File: config.mk
export PLATFORM = sky130hd
export DESIGN_NAME = updown_counter_param
export DESIGN_NICKNAME = d
export VERILOG_FILES = /design/src/rtl/updown_counter_param.sv
export SDC_FILE = /design/constraint.sdc
export NUM_CORES = 1
export LEC_CHECK = 0
export ABC_CLOCK_PERIOD_IN_PS = 2200
export BUFFER_PORTS_ARGS = -buffer_cell sky130_fd_sc_hd__buf_2
export CAP_MARGIN = 20
export CORE_AREA = 2 2 39 41
export CTS_BUF_LIST = sky130_fd_sc_hd__clkbuf_4 sky130_fd_sc_hd__clkbuf_8 sky130_fd_sc_hd__clkbuf_16
export DETAILED_ROUTE_END_ITERATION = 10
export DIE_AREA = 0 0 41 43
export GPL_TIMING_DRIVEN = 1
export HOLD_SLACK_MARGIN = 0.1
export SETUP_SLACK_MARGIN = 0.2
export SLEW_MARGIN = 25
export SYNTH_ARGS = -nofsm -noshare
export SYNTH_HDL_FRONTEND = slang
export SYNTH_SLANG_ARGS = --single-unit
File: constraint.sdc
create_clock -name clk -period 2.2 [get_ports clk]
set_clock_uncertainty 0.15 [all_clocks]
set_input_delay 0.22 -clock clk [delete_from_list [all_inputs] [get_ports clk]]
set_output_delay 0.22 -clock clk [all_outputs]
set_load 0.02 [all_outputs]
File: src/rtl/updown_counter_param.sv
// Parametrised synchronous up/down counter with enable, parallel load, wrap or
// saturate at the bounds, registered Gray output and wrap/block pulse.
module updown_counter_param #(
    parameter int unsigned WIDTH    = 2,
    parameter int unsigned MODULUS  = 4,
    parameter bit          SATURATE = 1'b0
) (
    input  logic             clk,
    input  logic             reset,
    input  logic             E,
    input  logic             x,
    input  logic             load,
    input  logic [WIDTH-1:0] d,
    output logic [WIDTH-1:0] q,
    output logic [WIDTH-1:0] q_gray,
    output logic             tc,
    output logic             ovf
);

    localparam logic [WIDTH-1:0] MaxVal = WIDTH'(MODULUS - 1);

    logic [WIDTH-1:0] q_q, q_d;
    logic [WIDTH-1:0] gray_q, gray_d;
    logic             ovf_q, ovf_d;
    logic             at_max, at_zero;

    // >= keeps the counter inside 0..MODULUS-1 even if a bound compare is ever reached oddly
    assign at_max  = (q_q >= MaxVal);
    assign at_zero = (q_q == '0);

    always_comb begin
        q_d   = q_q;
        ovf_d = 1'b0;
        if (load) begin
            q_d = (d > MaxVal) ? MaxVal : d;
        end else if (E) begin
            if (x) begin
                if (at_max) begin
                    ovf_d = 1'b1;
                    q_d   = SATURATE ? q_q : '0;
                end else begin
                    q_d = q_q + WIDTH'(1);
                end
            end else begin
                if (at_zero) begin
                    ovf_d = 1'b1;
                    q_d   = SATURATE ? q_q : MaxVal;
                end else begin
                    q_d = q_q - WIDTH'(1);
                end
            end
        end
    end

    // Gray is derived from the next count so both registers update on the same edge
    assign gray_d = q_d ^ (q_d >> 1);

    always_ff @(posedge clk) begin
        if (reset) begin
            q_q    <= '0;
            gray_q <= '0;
            ovf_q  <= 1'b0;
        end else begin
            q_q    <= q_d;
            gray_q <= gray_d;
            ovf_q  <= ovf_d;
        end
    end

    assign q      = q_q;
    assign q_gray = gray_q;
    assign ovf    = ovf_q;
    assign tc     = E & ((x & at_max) | (~x & at_zero));

endmodule

==> results.ini, run 1 <==
[finish]
diodes = 0
final_util = 0.257
drive_gt1_frac = 0.429
area.growth.synth_to_final_pct = 47.9
final_net_count = 53
fillers = 153
fin_area_sq_um = 355

[timing]
worst_hold_slack_ns = 0.126
final_max_slew_viol_count = 0
tns_ns = 0
rsz0062_at_grt = false
setup_violations = 0
fin_crit_sh = 0.771
worst_pin_slew_ns = 0.267
finalHoldViolations = 0
period_needed_ns = 1.70
maxSlewHeadroom = 0.822
fmax_ghz = 0.589

[power_and_ir_drop]
ir_worst_vdd_mv = 0.153
leakage_nw = 0.183
cellPowerDensity_nw_per_um2 = 667

[floorplan]
rows = 14
die_height_um = 43
fp.dieW_um = 41
core_sq_um = 1380
io_pins = 13
start_util = 0.174
die-area_sq_um = 1760

[synthesis]
ys_seq_area_frac = 0.333
synth_fp_nets = 35
synth.distinct_cells = 18
synth_area_per_cell_sq_um = 9.24
synthTopCellsByArea = dfxtp_1 (33%), ha_1 (10%), mux2_4 (6.3%), o211ai_2 (5.2%), inv_1 (4.7%)
yosysTopAreaCellShare = 0.333
synth_area_sq_um = 240
syn_inst = 26
yosys.area.top_type = dfxtp_1
synth-seq-cells = 4
ys_warn_count = 0

[hold_path]
hp-class = primary input to register

[worst_setup_path]
critPathBufInv = 1
critPathSlowestCell = dfxtp_1
cp_data_arrival_time_ns = 1.68
worstSetupPathType = register to register
crit_path_end_kind = register
crit_required_ns = 2.18
start_kind = register
path_cells = inv_1, ha_1, xor2_1, o211ai_2, and2b_1, mux2_4
crit_family = flip-flops
crit_fanout = 5
slowest_delay_ns = 0.37

[clock_network]
htreeDepth = 1
worstSkewPairLatency_ns = 0.25
clkTransAtPathRegs_ns = 0.04
cts_setup_buffers = 0
clock_sinks = 4
cts_resized = 0
cts.path.max_buffers = 2
cts_made_buffers = 3
root_buffer = clkbuf_4
cts_tree = built

[routing]
routed_via_density = 3.90
via_count = 226
wire_per_inst_um = 8.47
wl_um = 491
ant_nets = 0
first_pass_iters = 2
route.detailed.drc = 0
first_iter_violations = 4

[placed_design]
placed_area_sq_um = 313
gp_congestion = 0.689
numPortBuffers = 12
hpwlAfterDp_um = 394

[grt]
grt_max_degree = 7
grt_pass1_wl_um = 828
antenna_found_initial = 0
grt_usage = 0.0773
grt_overflow = 0
grt_pass1_vias = 222

[outcome]
run_status = finished, final reports clean

[job]
cap_violations = 0

## sequential cells by signal, summed over array words and instances, names as in the netlist
name	flops
q	2
q_gray	1
ovf	1
## cells by family after synthesis
kind of cell	synth area share
compound gates	0.167
xor+xnor	0.0365
fa+ha+maj	0.104
buf+inv	0.0781
flops	0.333
mux	0.0625
simple gates	0.219
## path summary, 6_finish.rpt
| path | from | to | slack (ns) | cells after the start |
|---|---|---|---|---|
| max | q[1] | q_gray[0] | 0.50 | 6 |
| min | d[0] | q[0] | 0.13 | 3 |
| max reg2reg | q[1] | q_gray[0] | 0.50 | 6 |
| min reg2reg | q[0] | q[0] | 0.62 | 4 |
## per-layer routing
layer,up-vias,GRT usage,wire length [um],part of all wire
met5,-,0,0,0
met2,10,0.0938,232,0.47
met4,0,0.100,25,0.051
li1,119,-,-,-
met3,2,0.0314,35,0.071
met1,95,0.0836,198,0.40
## final cells by class
type                       instances  area, sq um  share of cell area
timing repair buffer              14         80.1               0.225
sequential                         4         80.1               0.225
clock buffer                       3         22.5              0.0634
inverter                           3         11.3              0.0317
tap                               16         20.0              0.0563
multi-input combinational         18          141               0.398
## tightest hold or removal path: cells and delay by family
kind                   cells  cell delay [ns]
AOI/OAI and AO/OA          1             0.10
buffers and inverters      1             0.08
and+or+nand+nor            1             0.09
## stage by stage
step	power (mW)	setup WS, ns	cells
finish	0.237	0.503	58
global route	0.251	0.362	58
CTS	0.242	0.480	58
detailed placement	0.139	0.499	53
global placement	0.140	0.484	53
floorplan	0.121	0.423	26
## layout by cell type, fill, tap and decap left out
cell type / n
o22ai_1: 1
inv_1: 3
a31o_2: 1
dlygate4sd3_1: 2
nor2_1: 2
and2b_1: 1
or3b_1: 1
or2b_1: 1
clkbuf_4: 3
a21oi_1: 1
nand2b_1: 1
buf_2: 12
nand2_1: 2
o211ai_2: 1
xor2_1: 1
nor3b_1: 1
dfxtp_1: 4
mux2_4: 1
ha_1: 2
a21boi_0: 1
## cells in the mapped netlist
| library cell | number |
|---|---|
| dfxtp_1 | 4 |
| buf_4 | 1 |
| a21boi_0 | 1 |
| and2b_1 | 1 |
| o211ai_2 | 1 |
| a21oi_1 | 1 |
| xor2_1 | 1 |
| or3b_1 | 1 |
| ha_1 | 2 |
| inv_1 | 3 |
| nor2_1 | 2 |
| o22ai_1 | 1 |
| nand2_1 | 2 |
| nor3b_1 | 1 |
| nand2b_1 | 1 |
| mux2_4 | 1 |
| a31o_2 | 1 |
| or2b_1 | 1 |
## repair_timing
item                       CTS  global route
hold endpoints to repair     2             0
hold buffers                 2             0
setup endpoints to repair    0             0
## where the power goes
group / internal, mW / total [mW] / switching (mW) / leakage (nW)
combinational: 0.0270 / 0.0579 / 0.0310 / 0.136
sequential: 0.0787 / 0.0818 / 0.00313 / 0.0331
clock: 0.0614 / 0.0974 / 0.0360 / 0.0138
(Power assumes the default switching activity.)
==> run 2, diff against run 1 <==
--- a/config.mk
+++ b/config.mk
@@ -5,7 +5,7 @@
 export SDC_FILE = /design/constraint.sdc
 export NUM_CORES = 1
 export LEC_CHECK = 0
-export ABC_CLOCK_PERIOD_IN_PS = 2200
+export ABC_CLOCK_PERIOD_IN_PS = 1600
 export BUFFER_PORTS_ARGS = -buffer_cell sky130_fd_sc_hd__buf_2
 export CAP_MARGIN = 20
 export CORE_AREA = 2 2 39 41
==> constraint.sdc (replaced) <==
create_clock -name clk -period 1.6 [get_ports clk]
set_clock_uncertainty 0.15 [all_clocks]
set_input_delay 0.16 -clock clk [delete_from_list [all_inputs] [get_ports clk]]
set_output_delay 0.16 -clock clk [all_outputs]
set_load 0.02 [all_outputs]
==> results.ini, run 2 (synthesis results as in run 1) <==
[outcome]
run_status = finished, final reports clean

[worst_setup_path]
crit_path_end_kind = register
start_kind = register
crit_required_ns = 1.57  ; -0.61 ns
crit_fanout = 3  ; -2
cp_data_arrival_time_ns = 1.55  ; -0.13 ns
worstSetupPathType = register to register

[finish]
fillers = 164  ; +7.2%
drive_gt1_frac = 0.644  ; +0.216
final_net_count = 56  ; +5.7%
diodes = 0  ; unchanged
mostFrequentLayoutCell = buf_2
area.growth.synth_to_final_pct = 77.1
largest_reg_flops = 2  ; unchanged
final_cell_mix = buf_2 (11), clkbuf_4 (3), dlygate4sd3_1 (3), buf_4 (3)
fin_cells = 61  ; +5.2%
final_util = 0.307  ; +0.0506
fin_area_sq_um = 425  ; +20%

[grt]
grt_max_degree = 7  ; unchanged
grt_pass1_vias = 246  ; +11%
grt_usage = 0.0845  ; +0.00720
grt_overflow = 0  ; unchanged
antenna_found_initial = 0  ; unchanged
grt_pass1_wl_um = 972  ; +17%

[floorplan]
start_util = 0.174  ; unchanged
rows = 14  ; unchanged
die-area_sq_um = 1760  ; unchanged
io_pins = 13  ; unchanged
fp.dieW_um = 41  ; unchanged
core_sq_um = 1380  ; unchanged
die_height_um = 43  ; unchanged

[timing]
worst_hold_slack_ns = 0.142  ; +0.0163 ns
fmax_ghz = 0.633  ; +7.5%
fin_crit_sh = 0.987  ; +0.216
period_needed_ns = 1.58  ; -0.118 ns
worst_pin_slew_ns = 0.178  ; -0.0890 ns
layout_setup_ws_ns = 0.0206  ; -0.482 ns
finalHoldViolations = 0  ; unchanged
rsz0062_at_grt = true
tns_ns = 0  ; unchanged
maxSlewHeadroom = 0.881  ; +0.0593
final_max_slew_viol_count = 0  ; unchanged
setup_violations = 0  ; unchanged

[hold_path]
hp-class = primary input to register

[routing]
wl_um = 560  ; +14%
wire_per_inst_um = 9.18  ; +8.4%
via_count = 248  ; +9.7%
routed_via_density = 4.07  ; +4.3%
route.detailed.drc = 0  ; unchanged
ant_nets = 0  ; unchanged
first_pass_iters = 1  ; -1
first_iter_violations = 0  ; -4

[placed_design]
placed_area_sq_um = 354  ; +13%
placed_cells = 55  ; +3.8%
post-place-ws_ns = -0.0117  ; -0.511 ns
numPortBuffers = 12  ; unchanged
gp_congestion = 0.688  ; -0.13%

[power_and_ir_drop]
leakage_nw = 0.204  ; +12%
ir_worst_vdd_mv = 0.261  ; +71%
cellPowerDensity_nw_per_um2 = 809  ; +21%
fin_total_pwr_uw = 344  ; +45%

[clock_network]
clkTransAtPathRegs_ns = 0.04  ; about the same
root_buffer = clkbuf_4
clock_sinks = 4  ; unchanged
cts_tree = built
cts.path.max_buffers = 2  ; unchanged
cts_made_buffers = 3  ; unchanged
htreeDepth = 1  ; unchanged
worstSkewPairLatency_ns = 0.24  ; about the same

[job]
cap_violations = 0  ; unchanged

-- run 2: cell types whose count changed in the layout (fill, tap and decap cells not counted), moves of 2 or more --
| cell | delta |
|---|---|
| inv_1 | -2 |
| dfxtp_4 | +2 |
| dfxtp_1 | -2 |
| buf_4 | +3 |
-- run 2: worst max-delay path, cell delays in order (launching register included) --
cell	delay (ns)
dfxtp_4	0.35
inv_4	0.04
ha_4	0.26
xor2_2	0.14
o211ai_2	0.10
and2b_1	0.17
mux2_4	0.25
-- run 2: final cells by class --
type | count | area (sq um) | area share
Sequential cell | 4 | 87.6 | 0.206
Tap cell | 16 | 20.0 | 0.0471
Inverter | 3 | 13.8 | 0.0324
Multi-Input combinational cell | 18 | 174 | 0.409
Timing Repair Buffer | 17 | 108 | 0.253
Clock buffer | 3 | 22.5 | 0.0529
-- run 2: routing by layer --
metal,routed length [um],part of all wire,GRT usage
met1,225,0.40,0.0971
met2,278,0.50,0.122
met3,32,0.057,0.0157
met4,24,0.043,0.0800
met5,0,0,0
-- run 2: path summary, 6_finish.rpt --
path / start / to / slack [ns] / cells after the start
setup / recovery: q[0] / q_gray[0] / 0.02 / 6
hold reg to reg: q[0] / q[0] / 0.56 / 4
setup reg to reg: q[0] / q_gray[0] / 0.02 / 6
hold / removal: d[1] / q[1] / 0.14 / 4
-- run 2: timing repair --
item / CTS / global route
endpoints found under the hold margin: 2 / 0
pin swaps: 1 / 0
gates cloned: 0 / 0
gates resized for setup: 3 / 1
setup endpoints to repair: 2 / 2
hold buffers: 3 / 0
setup buffers: 0 / 0
-- run 2: where the power goes --
| part | internal [mW] | total [mW] | switching, mW |
|---|---|---|---|
| Sequential | 0.108 | 0.113 | 0.00539 |
| Combinational | 0.0518 | 0.103 | 0.0511 |
| Clock | 0.0841 | 0.128 | 0.0437 |
| Total | 0.244 | 0.344 | 0.100 |
